**src/rtl/fb_pkg.sv**
```systemverilog
`default_nettype none
//==============================================================================
// Module   : fb_pkg
// Brief    : shared state encoding, buffer-index width helper and default sizes
// Revision : 1.0 - initial release
//==============================================================================
package fb_pkg;

    typedef enum logic [1:0] {
        FB_RENDER    = 2'd0,
        FB_WAIT_SWAP = 2'd1,
        FB_CLEAR     = 2'd2
    } fb_state_e;

    localparam int DEF_ADDR_W   = 19;
    localparam int DEF_PIX_W    = 4;
    localparam int DEF_FB_WORDS = 307200;

    // A single buffer would otherwise give a zero-width index.
    function automatic int buf_w(input int n);
        return (n <= 1) ? 1 : $clog2(n);
    endfunction

endpackage
`default_nettype wire

```
**src/rtl/fb_clear_engine.sv**
```systemverilog
`default_nettype none
//==============================================================================
// Module   : fb_clear_engine
// Brief    : sweeps addresses 0..FB_WORDS-1 one per cycle while en is high
// Revision : 1.0 - initial release
//==============================================================================
module fb_clear_engine
    import fb_pkg::*;
#(
    parameter int ADDR_W   = DEF_ADDR_W,
    parameter int FB_WORDS = DEF_FB_WORDS
) (
    input  logic              clk,
    input  logic              rst_n,
    input  logic              en,
    output logic [ADDR_W-1:0] addr,
    output logic              we,
    output logic              done
);

    localparam logic [ADDR_W-1:0] LAST_ADDR = ADDR_W'(FB_WORDS - 1);

    logic [ADDR_W-1:0] r_addr;
    logic              w_last;

    assign w_last = en && (r_addr == LAST_ADDR);

    // Counter rests at zero whenever the sweep is idle so every entry starts at 0.
    always_ff @(posedge clk or negedge rst_n) begin
        if (!rst_n) begin
            r_addr <= '0;
        end else if (!en || w_last) begin
            r_addr <= '0;
        end else begin
            r_addr <= r_addr + 1'b1;
        end
    end

    assign addr = r_addr;
    assign we   = en;
    assign done = w_last;

endmodule
`default_nettype wire

```
**src/rtl/framebuffer_swap_ctrl.sv**
```systemverilog
`default_nettype none
//==============================================================================
// Module   : framebuffer_swap_ctrl
// Brief    : double/triple framebuffer swap controller, vsync-locked per channel;
//            hardware back-buffer clear is built only when FB_HW_CLEAR_EN is defined
// Revision : 1.0 - initial release
//==============================================================================
module framebuffer_swap_ctrl
    import fb_pkg::*;
#(
    parameter  int NUM_BUFS = 2,
    parameter  int NUM_RD   = 2,
    parameter  int ADDR_W   = DEF_ADDR_W,
    parameter  int PIX_W    = DEF_PIX_W,
    parameter  int FB_WORDS = DEF_FB_WORDS,
    localparam int BUF_W    = buf_w(NUM_BUFS)
) (
    input  logic                    clk,
    input  logic                    rst_n,
    input  logic [NUM_RD-1:0]       vsync,
    input  logic                    render_done,
    output logic                    render_ready,
    output logic [BUF_W-1:0]        back_sel,
    output logic [NUM_RD*BUF_W-1:0] rd_sel,
    output logic [ADDR_W-1:0]       clr_addr,
    output logic [PIX_W-1:0]        clr_data,
    output logic                    clr_we,
    output logic [15:0]             frame_cnt,
    output logic [15:0]             drop_cnt
);

    localparam logic [1:0] RENDER    = FB_RENDER;
    localparam logic [1:0] WAIT_SWAP = FB_WAIT_SWAP;
    localparam logic [1:0] CLEAR     = FB_CLEAR;

    localparam bit               TRIPLE    = (NUM_BUFS >= 3);
    localparam logic [BUF_W-1:0] RST_FRONT = '0;
    localparam logic [BUF_W-1:0] RST_BACK  = BUF_W'(1);
    localparam logic [BUF_W-1:0] RST_PEND  = TRIPLE ? BUF_W'(2) : '0;

    logic [1:0]        r_state;
    logic [BUF_W-1:0]  r_front;
    logic [BUF_W-1:0]  r_back;
    logic [BUF_W-1:0]  r_pend;
    logic              r_pvld;
    logic [NUM_RD-1:0] r_vs_d;
    logic [NUM_RD-1:0] r_edge;
    logic [BUF_W-1:0]  r_rd [NUM_RD];
    logic [15:0]       r_frame;
    logic [15:0]       r_drop;

    logic [1:0]        w_state;
    logic [BUF_W-1:0]  w_front;
    logic [BUF_W-1:0]  w_back;
    logic [BUF_W-1:0]  w_pend;
    logic [BUF_W-1:0]  w_tmp;
    logic              w_pvld;
    logic [15:0]       w_frame;
    logic [15:0]       w_drop;
    logic              w_clr_done;
    logic              w_rd_hit;

`ifdef FB_HW_CLEAR_EN
    localparam logic [1:0] AFTER_FILL = CLEAR;

    logic w_clr_en;
    assign w_clr_en = (r_state == CLEAR);

    fb_clear_engine #(
        .ADDR_W   (ADDR_W),
        .FB_WORDS (FB_WORDS)
    ) u_clear (
        .clk   (clk),
        .rst_n (rst_n),
        .en    (w_clr_en),
        .addr  (clr_addr),
        .we    (clr_we),
        .done  (w_clr_done)
    );
    assign clr_data = '0;
`else
    localparam logic [1:0] AFTER_FILL = RENDER;

    assign clr_addr   = '0;
    assign clr_data   = '0;
    assign clr_we     = 1'b0;
    assign w_clr_done = 1'b0;
`endif

    // The ch0 swap is resolved first; render_done then sees the post-swap roles.
    always_comb begin
        w_state = r_state;
        w_front = r_front;
        w_back  = r_back;
        w_pend  = r_pend;
        w_pvld  = r_pvld;
        w_frame = r_frame;
        w_drop  = r_drop;
        w_tmp   = r_back;

        if (r_edge[0]) begin
            if (!TRIPLE && (r_state == WAIT_SWAP)) begin
                w_front = r_back;
                w_back  = r_front;
                w_frame = r_frame + 16'd1;
                w_state = AFTER_FILL;
            end else if (TRIPLE && r_pvld) begin
                w_front = r_pend;
                w_pend  = r_front;
                w_pvld  = 1'b0;
                w_frame = r_frame + 16'd1;
            end
        end

        if (render_done) begin
            if (w_state == RENDER) begin
                if (TRIPLE) begin
                    // Finished back becomes pending; the displaced pending (or free) buffer is reused.
                    w_tmp   = w_back;
                    w_back  = w_pend;
                    w_pend  = w_tmp;
                    w_pvld  = 1'b1;
                    w_state = AFTER_FILL;
                end else begin
                    w_state = WAIT_SWAP;
                end
            end else if (r_drop != 16'hFFFF) begin
                w_drop = r_drop + 16'd1;
            end
        end

        if ((r_state == CLEAR) && w_clr_done) begin
            w_state = RENDER;
        end
    end

    always_ff @(posedge clk or negedge rst_n) begin
        if (!rst_n) begin
            r_state <= RENDER;
            r_front <= RST_FRONT;
            r_back  <= RST_BACK;
            r_pend  <= RST_PEND;
            r_pvld  <= 1'b0;
            r_vs_d  <= '0;
            r_edge  <= '0;
            r_frame <= '0;
            r_drop  <= '0;
        end else begin
            r_state <= w_state;
            r_front <= w_front;
            r_back  <= w_back;
            r_pend  <= w_pend;
            r_pvld  <= w_pvld;
            r_vs_d  <= vsync;
            r_edge  <= vsync & ~r_vs_d;
            r_frame <= w_frame;
            r_drop  <= w_drop;
        end
    end

    generate
        for (genvar i = 0; i < NUM_RD; i++) begin : g_rd
            always_ff @(posedge clk or negedge rst_n) begin
                if (!rst_n) begin
                    r_rd[i] <= '0;
                end else if (r_edge[i]) begin
                    r_rd[i] <= w_front;
                end
            end
            assign rd_sel[i*BUF_W +: BUF_W] = r_rd[i];
        end
    endgenerate

    always_comb begin
        w_rd_hit = 1'b0;
        for (int i = 0; i < NUM_RD; i++) begin
            if (r_rd[i] == r_back) begin
                w_rd_hit = 1'b1;
            end
        end
    end

    assign render_ready = (r_state == RENDER) && !w_rd_hit;
    assign back_sel     = r_back;
    assign frame_cnt    = r_frame;
    assign drop_cnt     = r_drop;

endmodule
`default_nettype wire

```
**config.mk**
```make
export PLATFORM = sky130hd
export DESIGN_NAME = framebuffer_swap_ctrl
export DESIGN_NICKNAME = d
export VERILOG_FILES = /design/src/rtl/fb_pkg.sv /design/src/rtl/fb_clear_engine.sv /design/src/rtl/framebuffer_swap_ctrl.sv
export SDC_FILE = /design/constraint.sdc
export NUM_CORES = 1
export LEC_CHECK = 0
export ABC_AREA = 1
export CELL_PAD_IN_SITES_DETAIL_PLACEMENT = 1
export CELL_PAD_IN_SITES_GLOBAL_PLACEMENT = 1
export CORE_MARGIN = 2
export CORE_UTILIZATION = 34
export CTS_CLUSTER_DIAMETER = 60
export CTS_CLUSTER_SIZE = 25
export DETAILED_ROUTE_END_ITERATION = 12
export GPL_TIMING_DRIVEN = 0
export PLACE_DENSITY = 0.85
export SYNTH_ARGS = -nofsm -noshare
export SYNTH_HDL_FRONTEND = slang
export SYNTH_SLANG_ARGS = --single-unit
```
**constraint.sdc**
```tcl
create_clock -name clk -period 1.6 [get_ports clk]
set_input_delay 0.4 -clock clk [delete_from_list [all_inputs] [get_ports clk]]
set_output_delay 0.4 -clock clk [all_outputs]
set_load 0.005 [all_outputs]
```
=== Word level (Yosys, flattened, before mapping) ===
Cells that the tools add are included.

* Output and inout bits: 60
* Logic and storage cells: 32
* Input port bits: 5
* Register bits after elaboration: 42

* Mux-type cells: 8
* Bitwise operators: 3
* Add/subtract/negate cells: 2
* Equal/unequal tests: 4
* Reduce and logical (&&, ||, !) cells: 6

{| class="wikitable"
|+ Operators by type and width
! operator !! number
|-
| $add A16 B1 Y16 const B || 2
|-
| $ne A16 B16 Y1 const B || 1
|-
| $mux W2 || 4
|-
| $logic_not A2 Y1 || 2
|-
| $mux W1 || 4
|-
| $reduce_and A3 Y1 || 1
|-
| $and A2 B2 Y2 || 1
|-
| $eq A1 B1 Y1 || 2
|-
| $eq A2 B1 Y1 const B || 1
|-
| $not A2 Y2 || 1
|-
| $reduce_and A2 Y1 || 1
|-
| $logic_and A1 B1 Y1 || 1
|-
| $logic_not A1 Y1 || 1
|-
| $not A1 Y1 || 1
|}

=== Longest topological paths before layout ===
* Word-level depth: 6
* Mapped depth: 9
* Gate-level depth less buffers: 9

=== Least setup slack after synthesis ===
Ideal clock, no wire load.

* Path kind: register -> register
* Start point: register r_drop[0] (netlist: drop_cnt[0])
* End point: register r_drop[11] (netlist: drop_cnt[11])
* Arrival time: 1.390 ns
* Path buffers: 1
* Library setup time: 0.116 ns
* Period minus slack after synthesis: 1.507 ns
* Data required time: 1.484 ns
* Stages on the path, launching flop included: 10
* Path slack: 0.093 ns
* Path through: dfrtp_1 ha_1 nand3_2 clkinv_1 nand2_2 o21ai_4 inv_2 buf_6 nand2_1 nand2_1

* Word-level cells in the longest chain between the ends: 2
* Elaborated cells on any way between the ends: 3
* Those cells by class: add/sub (1); eq/ne (1); reduce/logical (1)

{| class="wikitable"
|+ RTL lines
! item !! line !! source
|-
| start: declaration || framebuffer_swap_ctrl.sv:50 || <nowiki>logic [15:0] r_drop;</nowiki>
|-
| start signal: assignment || framebuffer_swap_ctrl.sv:157 || <nowiki>r_drop <= w_drop;</nowiki>
|-
| parallel branches: the longest is 2 deep, another holds $add A16 B1 Y16 || -- ||
|}

Several ways; the timed one is not identified.
A chain may end at the register's enable or synchronous reset.

=== Worst setup path in the final report ===
* Start point: register r_back (netlist: back_sel)
* End point: output port render_ready

* Word-level cells in the longest chain between the ends: 5
* Elaborated cells on any way between the ends: 6
* Those cells by class: eq/ne (2); mux (2); reduce/logical (2)

{| class="wikitable"
|+ RTL lines
! item !! line !! source
|-
| start: declaration || framebuffer_swap_ctrl.sv:43 || <nowiki>logic [BUF_W-1:0] r_back;</nowiki>
|-
| start signal: assignment || framebuffer_swap_ctrl.sv:151 || <nowiki>r_back <= w_back;</nowiki>
|-
| $eq A1 B1 Y1 || framebuffer_swap_ctrl.sv:177 || <nowiki>if (r_rd[i] == r_back) begin</nowiki>
|-
| $mux W1 || framebuffer_swap_ctrl.sv:177 ||
|-
| $mux W1 * || framebuffer_swap_ctrl.sv:177 ||
|-
| $logic_not A1 Y1 * || framebuffer_swap_ctrl.sv:183 || <nowiki>assign render_ready = (r_state == RENDER) && !w_rd_hit;</nowiki>
|-
| $logic_and A1 B1 Y1 * || framebuffer_swap_ctrl.sv:183 ||
|-
| end: declaration || framebuffer_swap_ctrl.sv:22 || <nowiki>output logic render_ready,</nowiki>
|}

Every way passes the cells marked *; elsewhere a longest branch is shown, timed or not.

==> results.json <==
{
  "outcome": "finished, violations left",
  "violations": "setup timing",
  "gr-usage-met2_pct": 36.0,
  "finalSetupViolations": 1,
  "antenna_cells": 0,
  "avgSynthCellArea_sq_um": 7.48,
  "num_rows": 30,
  "p_int_uw": 2000,
  "htree_levels": 2,
  "ys_async_sr_fraction_pct": 100,
  "viasPerCell": 4.48,
  "r2r_start": "drop_cnt[0]",
  "root_buffer": "clkbuf_8",
  "dp_cells": 481,
  "ctsLongestPathBuffers": 2,
  "fin_cells": 536,
  "critical-path-max-stage-delay_ns": 0.57,
  "drc": 0,
  "vias": 2399,
  "hold_start": "r_vs_d[1]",
  "top_usage_layer": "met2",
  "die_y_microns": 88.0,
  "p_sw_uw": 994,
  "overflow": 0,
  "grt_pass1_wl_microns": 11100,
  "syn_inst": 321,
  "vdd_drop_max_mv": 0.461,
  "startpoint_type": "flip-flop",
  "period_needed_ns": 1.66,
  "cp.arrival_ns": 1.26,
  "clock_sinks": 42,
  "drtAntennaViolNets": 0,
  "fmax_mhz": 602,
  "clk_pin_slew_ns": 0.10,
  "crit_chain": "a21oi_2 -> nor4_1 -> buf_2",
  "ys_top_cells_by_count": "nand2_1 (111), dfrtp_1 (41), inv_1 (40), nor2_1 (35), buf_4 (24)",
  "drv_slew": 0,
  "io_buffers": 40,
  "hpwl_microns": 4480,
  "sequentialPowerShare_pct": 42.6,
  "cts_made_buffers": 5,
  "grt_start_max_net_pins": 33,
  "ys_types": 24,
  "clkPwrFrac_pct": 25.0,
  "drive_above_1_share_pct": 25.7,
  "first_global_vias": 2440,
  "fin_ws_ns": -0.0610,
  "core_area_sq_um": 6790,
  "die_w_microns": 88.0,
  "antenna_found_initial": 0,
  "required_ns": 1.20,
  "skew_ns": 0.0127,
  "synth_top_area_cell": "dfrtp_1",
  "ys_top_cells_by_area": "dfrtp_1 (43%), nand2_1 (17%), buf_4 (7.5%)",
  "synthFlopType": "dfrtp_1",
  "synth_area_sq_um": 2400,
  "yosysSeqAreaShare_pct": 43.8,
  "fin_crit_sh_pct": 104,
  "syn_to_final_growth_pct": 48.7,
  "min_path_type": "flip-flop to flip-flop",
  "drt_wl_total_microns": 7220,
  "initialDrtViolationCount": 66,
  "dieArea_sq_um": 7750,
  "ios": 65,
  "rsz0062_at_grt": "yes",
  "p_per_area_nw_per_um2": 837,
  "met1_usage_pct": 20.7,
  "crit_slowest_cell": "dfstp_2",
  "startpoint": "back_sel",
  "ys_ff_latch": 42,
  "gp_congestion": 0.764,
  "worst-path-max-fanout": 3,
  "wl_per_cell_microns": 13.5,
  "power_switching_share_pct": 33.2,
  "end_kind": "output pin",
  "critPathKind": "flip-flop to output pin",
  "synth_edf_count": 0,
  "pwr-share-comb_pct": 32.5,
  "tritoncts": "done",
  "fin_util_pct": 52.5,
  "drtPass1Iterations": 4,
  "initial_core_util_pct": 35.3,
  "cap_violations": 0,
  "clock_latency_ns": 0.32,
  "synth-warning-count": 0,
  "finalHoldViolations": 0,
  "grt_use_total_pct": 18.7,
  "synth_top_area_share_pct": 42.8,
  "nets": 446,
  "p_leak_uw": 0.00209,
  "synth_most_common_cell": "nand2_1",
  "met3_usage_pct": 3.86
}
layer usage:
| layer | routed length, microns | part of all wire, % | vias up |
|---|---|---|---|
| li1 | - | - | 1165 |
| met1 | 2950 | 41 | 1174 |
| met2 | 3900 | 54 | 48 |
| met3 | 265 | 3.7 | 12 |
| met4 | 105 | 1.5 | 0 |
| met5 | 0 | 0 | - |
critical path, delay by kind of cell (launching register included):
| kind | cells | cell delay [ns] |
|---|---|---|
| flops | 1 | 0.57 |
| simple gates | 1 | 0.18 |
| buf+inv | 1 | 0.16 |
| compound gates | 1 | 0.05 |
power groups by stage:
stage               clock network, uW  registers (uW)  logic [uW]
floorplan                           0            1340         300
global placement                    0            1360         585
finish                            747            1270         970
detailed placement                  0            1370         612
CTS                               755            1270         882
global route                      797            1290        1050
sequential cells by signal, indices dropped and copies added (netlist names):
signal     count
drop_cnt      16
r_state        2
r_front        1
rd_sel         2
frame_cnt     16
r_vs_d         2
back_sel       1
r_edge         2
worst paths after layout:
kind,slack [ns],depth (start not counted),end
max in group asynchronous,0.58,3,back_sel
worst min-delay path,0.41,1,r_edge[1]
worst max-delay path,-0.06,3,render_ready
worst max register to register,0.01,10,drop_cnt[2]
min in group asynchronous,0.49,2,frame_cnt[6]
worst min register to register,0.41,1,r_edge[1]
timing repair:
action	4_1_cts	5_1_grt
pin swaps	3	6
hold endpoints to repair	10	0
setup buffers	36	10
gates resized for setup	34	34
setup endpoints to repair	48	36
hold buffers	1	0
stage by stage:
step / worst slack (ns) / power [uW] / setup TNS [ns] / cell area, sq um / hold slack, ns
after floorplan: 0.0934 / 1640 / 0 / 2490 / 0.104
after global routing: -0.121 / 3140 / -0.527 / 3570 / 0.430
after detailed placement: -0.327 / 1990 / -4.22 / 3020 / 0.296
after CTS: -0.135 / 2910 / -0.135 / 3410 / 0.413
final: -0.0610 / 2990 / -0.0610 / 3570 / 0.409
after global placement: -0.993 / 1950 / -44.18 / 3010 / 0.382
placed cells by master, fill, tap and decap left out, drive strengths merged, types with 12 or more instances in the layout:
cell	instances
nand2	112
buf	75
inv	42
dfrtp	41
nor2	35
conb	24
dlygate4sd2	16
dlymetal6s2s	16
o21ai	15
nand3	12
logic make-up after synthesis:
| kind of cell | count (synthesis) | synth area share, % |
|---|---|---|
| buffers and inverters | 69 | 15.2 |
| other | 1 | 0.156 |
| AND/OR/NAND/NOR | 171 | 29.0 |
| adder cells (fa/ha/maj) | 2 | 1.04 |
| XOR/XNOR | 18 | 6.57 |
| flip-flops | 42 | 43.8 |
| AO/OA/AOI/OAI | 18 | 4.22 |
final cells by class:
cell class | count | area (sq um)
multi-input cells | 233 | 1130
flip-flops and latches | 42 | 1060
inverters | 42 | 158
plain buffers | 27 | 210
clock buffers | 5 | 68.8
repair buffers | 88 | 793
well taps | 96 | 120
clock inverters | 3 | 21.3
fillers | 864 | 3220
No activity file was read; power rests on OpenSTA's default activity.
